===== src/rtl/add_seq_ctrl_pkg.sv =====
`default_nettype none
// =============================================================================
// add_seq_ctrl_pkg : shared defaults, op encoding and FSM state encoding
// Revision: 1.0
// =============================================================================
package add_seq_ctrl_pkg;

  localparam int WIDTH_DEF = 16;
  localparam int SLICE_DEF = 4;

  localparam logic OP_ADD = 1'b0;
  localparam logic OP_SUB = 1'b1;

  typedef enum logic [1:0] {
    ST_IDLE = 2'd0,
    ST_RUN  = 2'd1,
    ST_DONE = 2'd2
  } state_e;

endpackage
`default_nettype wire


===== src/rtl/add_seq_ctrl_pg_slice.sv =====
`default_nettype none
// =============================================================================
// pg_slice : SLICE-bit propagate/generate adder slice with full lookahead carry
// Revision: 1.0
// =============================================================================
module pg_slice
  import add_seq_ctrl_pkg::*;
#(
  parameter int SLICE = SLICE_DEF
) (
  input  logic [SLICE-1:0] x,
  input  logic [SLICE-1:0] y,
  input  logic             cin,
  output logic [SLICE-1:0] s,
  output logic             cout,
  output logic             c_msb
);

  logic [SLICE-1:0] w_p;
  logic [SLICE-1:0] w_g;
  logic [SLICE:0]   w_c;

  assign w_p = x ^ y;
  assign w_g = x & y;

  // Each carry is expanded as a flat sum of generate terms, not rippled
  always_comb begin
    logic t;
    t   = 1'b0;
    w_c = '0;
    w_c[0] = cin;
    for (int i = 0; i < SLICE; i++) begin
      t = cin;
      for (int j = 0; j <= i; j++) t = t & w_p[j];
      w_c[i+1] = t;
      for (int k = 0; k <= i; k++) begin
        t = w_g[k];
        for (int j = k + 1; j <= i; j++) t = t & w_p[j];
        w_c[i+1] = w_c[i+1] | t;
      end
    end
  end

  assign s     = w_p ^ w_c[SLICE-1:0];
  assign cout  = w_c[SLICE];
  assign c_msb = w_c[SLICE-1];

endmodule
`default_nettype wire


===== src/rtl/add_seq_ctrl.sv =====
`default_nettype none
// =============================================================================
// add_seq_ctrl : sequential add/subtract, one SLICE-bit slice per RUN cycle
// Revision: 1.0
// =============================================================================
module add_seq_ctrl
  import add_seq_ctrl_pkg::*;
#(
  parameter int WIDTH = WIDTH_DEF,
  parameter int SLICE = SLICE_DEF
) (
  input  logic             clk,
  input  logic             rst_n,
  input  logic             start_valid,
  output logic             start_ready,
  input  logic             op,
  input  logic [WIDTH-1:0] a,
  input  logic [WIDTH-1:0] b,
  output logic             res_valid,
  input  logic             res_ready,
  output logic [WIDTH-1:0] sum,
  output logic             cout,
  output logic             ovf,
  output logic             busy
);

  localparam int NSLICE = WIDTH / SLICE;
  localparam int IDX_W  = (NSLICE > 1) ? $clog2(NSLICE) : 1;
  localparam logic [IDX_W-1:0] C_LAST_IDX = IDX_W'(NSLICE - 1);

  state_e             r_state;
  logic [WIDTH-1:0]   r_a;
  logic [WIDTH-1:0]   r_b;
  logic               r_carry;
  logic [IDX_W-1:0]   r_idx;
  logic [WIDTH-1:0]   r_work;
  logic [WIDTH-1:0]   r_sum;
  logic               r_cout;
  logic               r_ovf;

  logic [SLICE-1:0]   w_ssum;
  logic               w_scout;
  logic               w_cmsb;
  logic [WIDTH-1:0]   w_work_next;

  // Operands shift right each RUN cycle so the active slice is always at bit 0
  pg_slice #(
    .SLICE (SLICE)
  ) u_pg_slice (
    .x     (r_a[SLICE-1:0]),
    .y     (r_b[SLICE-1:0]),
    .cin   (r_carry),
    .s     (w_ssum),
    .cout  (w_scout),
    .c_msb (w_cmsb)
  );

  always_comb begin
    w_work_next = r_work;
    w_work_next[int'(r_idx) * SLICE +: SLICE] = w_ssum;
  end

  always_ff @(posedge clk or negedge rst_n) begin
    if (!rst_n) begin
      r_state <= ST_IDLE;
      r_a     <= '0;
      r_b     <= '0;
      r_carry <= 1'b0;
      r_idx   <= '0;
      r_work  <= '0;
      r_sum   <= '0;
      r_cout  <= 1'b0;
      r_ovf   <= 1'b0;
    end else begin
      case (r_state)
        ST_IDLE: begin
          if (start_valid) begin
            r_a     <= a;
            r_b     <= (op == OP_SUB) ? ~b : b;
            r_carry <= op;
            r_idx   <= '0;
            r_state <= ST_RUN;
          end
        end
        ST_RUN: begin
          r_a     <= r_a >> SLICE;
          r_b     <= r_b >> SLICE;
          r_carry <= w_scout;
          r_work  <= w_work_next;
          r_idx   <= r_idx + 1'b1;
          // Visible result only changes when the final slice lands
          if (r_idx == C_LAST_IDX) begin
            r_sum   <= w_work_next;
            r_cout  <= w_scout;
            r_ovf   <= w_cmsb ^ w_scout;
            r_state <= ST_DONE;
          end
        end
        ST_DONE: begin
          if (res_ready) r_state <= ST_IDLE;
        end
        default: r_state <= ST_IDLE;
      endcase
    end
  end

  assign start_ready = (r_state == ST_IDLE);
  assign res_valid   = (r_state == ST_DONE);
  assign busy        = (r_state == ST_RUN) || (r_state == ST_DONE);
  assign sum         = r_sum;
  assign cout        = r_cout;
  assign ovf         = r_ovf;

endmodule
`default_nettype wire


===== config.mk =====
export PLATFORM = sky130hd
export DESIGN_NAME = add_seq_ctrl
export DESIGN_NICKNAME = d
export VERILOG_FILES = /design/src/rtl/add_seq_ctrl_pkg.sv /design/src/rtl/add_seq_ctrl_pg_slice.sv /design/src/rtl/add_seq_ctrl.sv
export SDC_FILE = /design/constraint.sdc
export NUM_CORES = 1
export LEC_CHECK = 0
export BUFFER_PORTS_ARGS = -buffer_cell sky130_fd_sc_hd__buf_4
export CORE_MARGIN = 5
export CORE_UTILIZATION = 40
export CTS_BUF_LIST = sky130_fd_sc_hd__clkbuf_4
export DETAILED_ROUTE_END_ITERATION = 16
export SYNTH_ARGS = -nofsm -noshare
export SYNTH_HDL_FRONTEND = slang
export SYNTH_SLANG_ARGS = --single-unit
export TNS_END_PERCENT = 30

===== constraint.sdc =====
create_clock -name clk -period 2.1 [get_ports clk]
set_input_delay 0.21 -clock clk [delete_from_list [all_inputs] [get_ports clk]]
set_output_delay 0.21 -clock clk [all_outputs]
set_load 0.01 [all_outputs]

Word-level counts from Yosys, hierarchy flattened
Index checks and enable logic that the tools add are counted.
{ "totals": {"regBits": 71, "latchBits": 0, "mem_bits_rw": 0, "romBits": 0, "input_bits": 37, "elab_cells": 64, "n_memories": 0} }
{ "op_classes": {"addsub": 2, "multipliers": 0, "div": 0, "order_cmp": 0, "n_eq_ne": 6, "shifts": 2, "muxes": 14, "bitwise_logic": 25, "reduce_logical": 6} }
{ "ops": {"columns": ["cell", "n"], "rows": [
  ["$pmux W16 S2", 2],
  ["$mux W16", 3],
  ["$neg A4 Y33", 1],
  ["$shift A4 B33 Y16 const A", 1],
  ["$shiftx A4 B33 Y16", 1],
  ["$bwmux W16", 1],
  ["$not A16 Y16", 1],
  ["$and A1 B1 Y1", 10],
  ["$or A1 B1 Y1", 10],
  ["$mux W2", 4],
  ["$xor A4 B4 Y4", 2],
  ["$pmux W2 S3", 1],
  ["$and A4 B4 Y4", 1],
  ["$eq A2 B2 Y1 const B", 2],
  ["$ne A2 B2 Y1 const B", 2],
  ["$pmux W2 S2", 1],
  ["$reduce_and A2 Y1", 2],
  ["$reduce_and A3 Y1", 1],
  ["$add A2 B1 Y2 const B", 1],
  ["$eq A2 B1 Y1 const B", 1],
  ["$logic_not A2 Y1", 1],
  ["$ne A2 B1 Y1 const B", 1],
  ["$pmux W1 S2", 1],
  ["$reduce_bool A2 Y1", 1],
  ["3 further kinds", 3]
]} }

Depth between registers and ports, before layout
{ "logic_depth": {"word_depth": 10, "mapped_depth": 7} }

Modules after synthesis
A second synthesis with hierarchy kept.
{ "hier_totals": {"cells_unflattened": 327, "hier_area_um2": 3387.0} }
{ "modules_own_cells": {"columns": ["module", "n_inst", "cells_per_inst", "area_per_inst_um2"], "rows": [
  ["add_seq_ctrl", 1, 312, 3240.6],
  ["pg_slice", 1, 15, 146.4]
]} }

Worst setup path before layout
No wires, ideal clock.
{ "synth_path": {"path_type": "reg2reg", "from": "register r_a[0]", "to": "register r_work[14]", "setup_ns": 0.122, "arrival_ns": 1.577, "path_slack_ns": 0.401, "stages_incl_launch_ff": 6, "period_less_slack_ns": 1.699, "path_cell_list": "dfrtp_1 ha_1 ha_1 o21a_1 o211a_1 a32o_1"} }
{ "synth_between": {"elab_chain_cells": 10, "elab_cells_between_ends": 16, "cone_classes": "shift (1); mux (1); bitwise (14)"} }
{ "synth_lines": {"columns": ["element", "line_no", "text"], "rows": [
  ["from (decl)", "add_seq_ctrl.sv:32", "logic [WIDTH-1:0] r_a;"],
  ["from (signal assigned)", "add_seq_ctrl.sv:86", "r_a <= r_a >> SLICE;"],
  ["$xor A4 B4 Y4", "add_seq_ctrl_pg_slice.sv:23", "assign w_p = x ^ y;"],
  ["$and A1 B1 Y1 (3 in a row)", "add_seq_ctrl_pg_slice.sv:34", "for (int j = 0; j <= i; j++) t = t & w_p[j];"],
  ["$or A1 B1 Y1 (3 in a row)", "add_seq_ctrl_pg_slice.sv:39", "w_c[i+1] = w_c[i+1] | t;"],
  ["$xor A4 B4 Y4 *", "add_seq_ctrl_pg_slice.sv:44", "assign s = w_p ^ w_c[SLICE-1:0];"],
  ["$shiftx A4 B33 Y16 *", "add_seq_ctrl.sv:60", "w_work_next[int'(r_idx) * SLICE +: SLICE] = w_ssum;"],
  ["$bwmux W16 *", "add_seq_ctrl.sv:60", null],
  ["to (signal assigned)", "add_seq_ctrl.sv:89", "r_work <= w_work_next;"],
  ["to (decl)", "add_seq_ctrl.sv:36", "logic [WIDTH-1:0] r_work;"]
]} }
Mark *: on every way between the ends. The rest lies on a longest branch, timed or not.
A chain may end at the register's enable or synchronous reset.

Final worst setup path
{ "layout_path": {"from": "register r_a[0]", "to": "register r_sum[14], in the netlist sum[14]"} }
{ "layout_between": {"elab_chain_cells": 10, "elab_cells_between_ends": 16, "cone_classes": "shift (1); mux (1); bitwise (14)"} }
{ "layout_lines": {"columns": ["element", "line_no", "text"], "rows": [
  ["$xor A4 B4 Y4", "add_seq_ctrl_pg_slice.sv:23", null],
  ["$and A1 B1 Y1 (3 in a row)", "add_seq_ctrl_pg_slice.sv:34", null],
  ["$or A1 B1 Y1 (3 in a row)", "add_seq_ctrl_pg_slice.sv:39", null],
  ["$xor A4 B4 Y4 *", "add_seq_ctrl_pg_slice.sv:44", null],
  ["$shiftx A4 B33 Y16 *", "add_seq_ctrl.sv:60", null],
  ["$bwmux W16 *", "add_seq_ctrl.sv:60", null],
  ["to (signal assigned)", "add_seq_ctrl.sv:93", "r_sum <= w_work_next;"],
  ["to (decl)", "add_seq_ctrl.sv:37", "logic [WIDTH-1:0] r_sum;"]
]} }
Marked as above.

==> reports/metrics.csv <==
metric;value;unit
outcome;finished clean;
Distinct cells, synth;54;
Yosys reg bits;71;
Fin. Hold Viols;0;
Finish-stage setup viols;0;
number of global-route vias before repair;3212;
Switching Share;0.4389;
antenna cells;0;
WL final;9639;um
Final TNS setup;0;ns
Rows;36;
first-pass GRT wire length;16330;um
area of the core;0.009639;mm^2
Power Dens Cells;1533;mW/mm^2
Final nets;494;
f_max;531.8;MHz
crit path from;r_a[0]$_DFFE_PN0P_;
Post-DP HPWL;6911;um
HP Class;input port to flop;
commonest cells after routing, fill and taps aside;70 x dfrtp_1, 70 x buf_4, 42 x nand2_1, 30 x o21ai_0, 23 x a21oi_1;
Pwr Total;7.175;mW
crit path kind;flop to flop;
die height;108.9;um
RR Startpoint;r_a[0]$_DFFE_PN0P_;
Psw;3.149;mW
mapped cell area;0.003911;mm^2
post-synthesis sequential area ratio;0.4543;
largest area contributor in the netlist;dfrtp_1;
Clock Path Buffers;2;
Gate Count Post-Synth;380;
fin. max-slew vios;0;
DR iter-0 viols;104;
worst-path fanout max;8;
Flop pwr share;0.321;
HP Start;a[6];
VDD IR max;0.7906;mV
Arrival @ worst endpoint;2.20;ns
crit end category;flop;
Filler cells;959;
Final period util;0.8954;
syn_nets;432;
Slowest Stage Delay on Critical Path;0.43;ns
critical-path cell list;ha_1, ha_1, o211ai_4, o211ai_1, o31ai_1;
Synth async-reset ratio;1.000;
Mean Syn Cell Area;10.29;um^2
CTS buffer count;9;
RSZ-0062 raised after global routing;no;
Clock Latency Late Sink;0.42;ns
Avg WL per Cell;16.62;um
Ys Warns;0;
DRT Pass-1 Iters;4;
layout cells sized above 1;0.2550;
largest net degree at the start of global routing;39;
CP Data Required Time;2.42;ns
Initial Utilization;0.4058;
Comb power frac;0.554;
DR vias;3072;
clock transition at the registers of the reported paths;0.13;ns
initial antenna violation count;0;
CP Launch Type;flop;
Leak;2.078;nW
Die W;108.9;um
drt drc;0;
Slew Limit Headroom;0.6475;
Hold WS;0.05556;ns
PortBufs;57;
clock sink count;71;
post-route ant nets;0;
minimum clock period;1.880;ns
number of synthesized flops with an enable pin;0;
grt total ovfl;0;
CTS HTree Levels;3;
Total GRT Usage;0.1747;
clock skew;0.02114;ns
Clock Tree Root;clkbuf_4;
internal power;4.026;mW
CTS tree;done;
io pins;58;
top-area cell type share of the netlist area;0.4543;
max-cap violations;0;
Primary FF master, synth;dfrtp_1;
die area;0.01186;mm^2
placer's final routability congestion estimate;0.8444;
cell mode on critical path;ha_1;
Synth area leaders;dfrtp_1 45%, ha_1 4.5%, nand2_1 4.0%;
area grow syn2layout;19.64;%
Clock power frac;0.125;
CP max stage cell;dfrtp_1;
Worst Max-Slew Pin Slew;0.5287;ns
Via density;5.297;
[synth_stat cells, types with 2 or more instances]
cell and instances:
buf_2 12, clkbuf_1 5, inv_1 11, o31ai_1 4
dfrtp_1 71, o221a_2 11, o21a_1 5, and3_1 2
nand4bb_1 3, o211ai_1 6, nand3_1 5, buf_4 3
xor2_1 4, a32o_1 5, o41ai_1 3, o21ai_0 30
nand2_1 42, nand4_1 4, and4bb_2 3, nor2b_1 5
and4b_1 10, xnor2_1 13, a22o_1 4, and2_1 2
a22oi_1 8, ha_1 14, o221ai_1 4, a31oi_1 6
a21oi_1 23, mux2i_1 12, nand2b_1 13, nor2_1 15
[per-layer routing]
layer  global-route usage  vias to the layer above  wire length, um  part of all wire
met5                    0                        -                0                 0
met4              0.05410                        0              108             0.011
met3              0.03493                       10              394             0.041
met2               0.2768                       66             4602              0.48
met1               0.2411                     1477             4533              0.47
li1                     -                     1519                -                 -
[cell families (layout without fill, tap and decap cells)]
logic type,Yosys count,in the layout,synth area share
AO/OA/AOI/OAI,119,119,0.2201
XOR/XNOR,17,17,0.03807
adder cells (fa/ha/maj),15,15,0.04990
buffers and inverters,35,102,0.04254
flip-flops,71,71,0.4543
multiplexers,13,13,0.03647
AND/OR/NAND/NOR,110,110,0.1587
[stage by stage]
step           setup WS, ns  cell area [um^2]  instances  utilization
2_1_floorplan        0.4010              3911        380            -
3_3_place_gp         0.2731              4528        563       0.4698
3_5_place_dp         0.1254              4528        563       0.4698
4_1_cts              0.1013              4678        580       0.4853
5_1_grt             0.05277              4679        580       0.4855
6_report             0.2197              4679        580       0.4855
[critical path, delay by kind of cell (launching register included)]
kind	cells	cell delay, ns
flops	1	0.43
compound gates	3	0.80
fa+ha+maj	2	0.56
[state kept, by name (all words and copies together), names as in the netlist]
register / count
r_work: 16
ovf: 1
r_idx: 2
r_state: 2
cout: 1
r_carry: 1
r_a: 16
sum: 16
r_b: 16
[power by group through the flow]
stage / clock network [mW] / registers (mW) / logic [mW]
2_1_floorplan: 0 / 2.27 / 2.76
3_3_place_gp: 0 / 2.31 / 3.92
3_5_place_dp: 0 / 2.34 / 3.97
4_1_cts: 0.928 / 2.31 / 3.98
5_1_grt: 0.974 / 2.39 / 4.39
6_report: 0.900 / 2.30 / 3.97
[cell type report]
| cell class | count | area [um^2] | share of cell area |
|---|---|---|---|
| clock buffers | 9 | 67.56 | 0.01444 |
| repair buffers | 73 | 575.6 | 0.1230 |
| flip-flops and latches | 71 | 1778 | 0.3799 |
| inverters | 13 | 48.80 | 0.01043 |
| well taps | 133 | 166.4 | 0.03556 |
| clock inverters | 7 | 72.57 | 0.01551 |
| multi-input cells | 274 | 1971 | 0.4211 |
[final timing paths]
kind | to | slack [ns] | cells after the start
worst max-delay path | sum[14]$_DFFE_PN0P_ | 0.22 | 5
worst min-delay path | r_a[6]$_DFFE_PN0P_ | 0.06 | 3
worst max register to register | sum[14]$_DFFE_PN0P_ | 0.22 | 5
worst min register to register | sum[1]$_DFFE_PN0P_ | 0.49 | 2
max in group asynchronous | r_idx[0]$_DFFE_PN0P_ | 1.20 | 3
min in group asynchronous | sum[7]$_DFFE_PN0P_ | 0.30 | 2
[repair_timing]
action | 4_1_cts | 5_1_grt
endpoints found under the setup margin | 0 | 1
resized for setup | 0 | 1
endpoints found under the hold margin | 37 | 0
setup buffers | 0 | 0
hold buffers | 1 | 0
No activity file was read; power rests on OpenSTA's default activity.
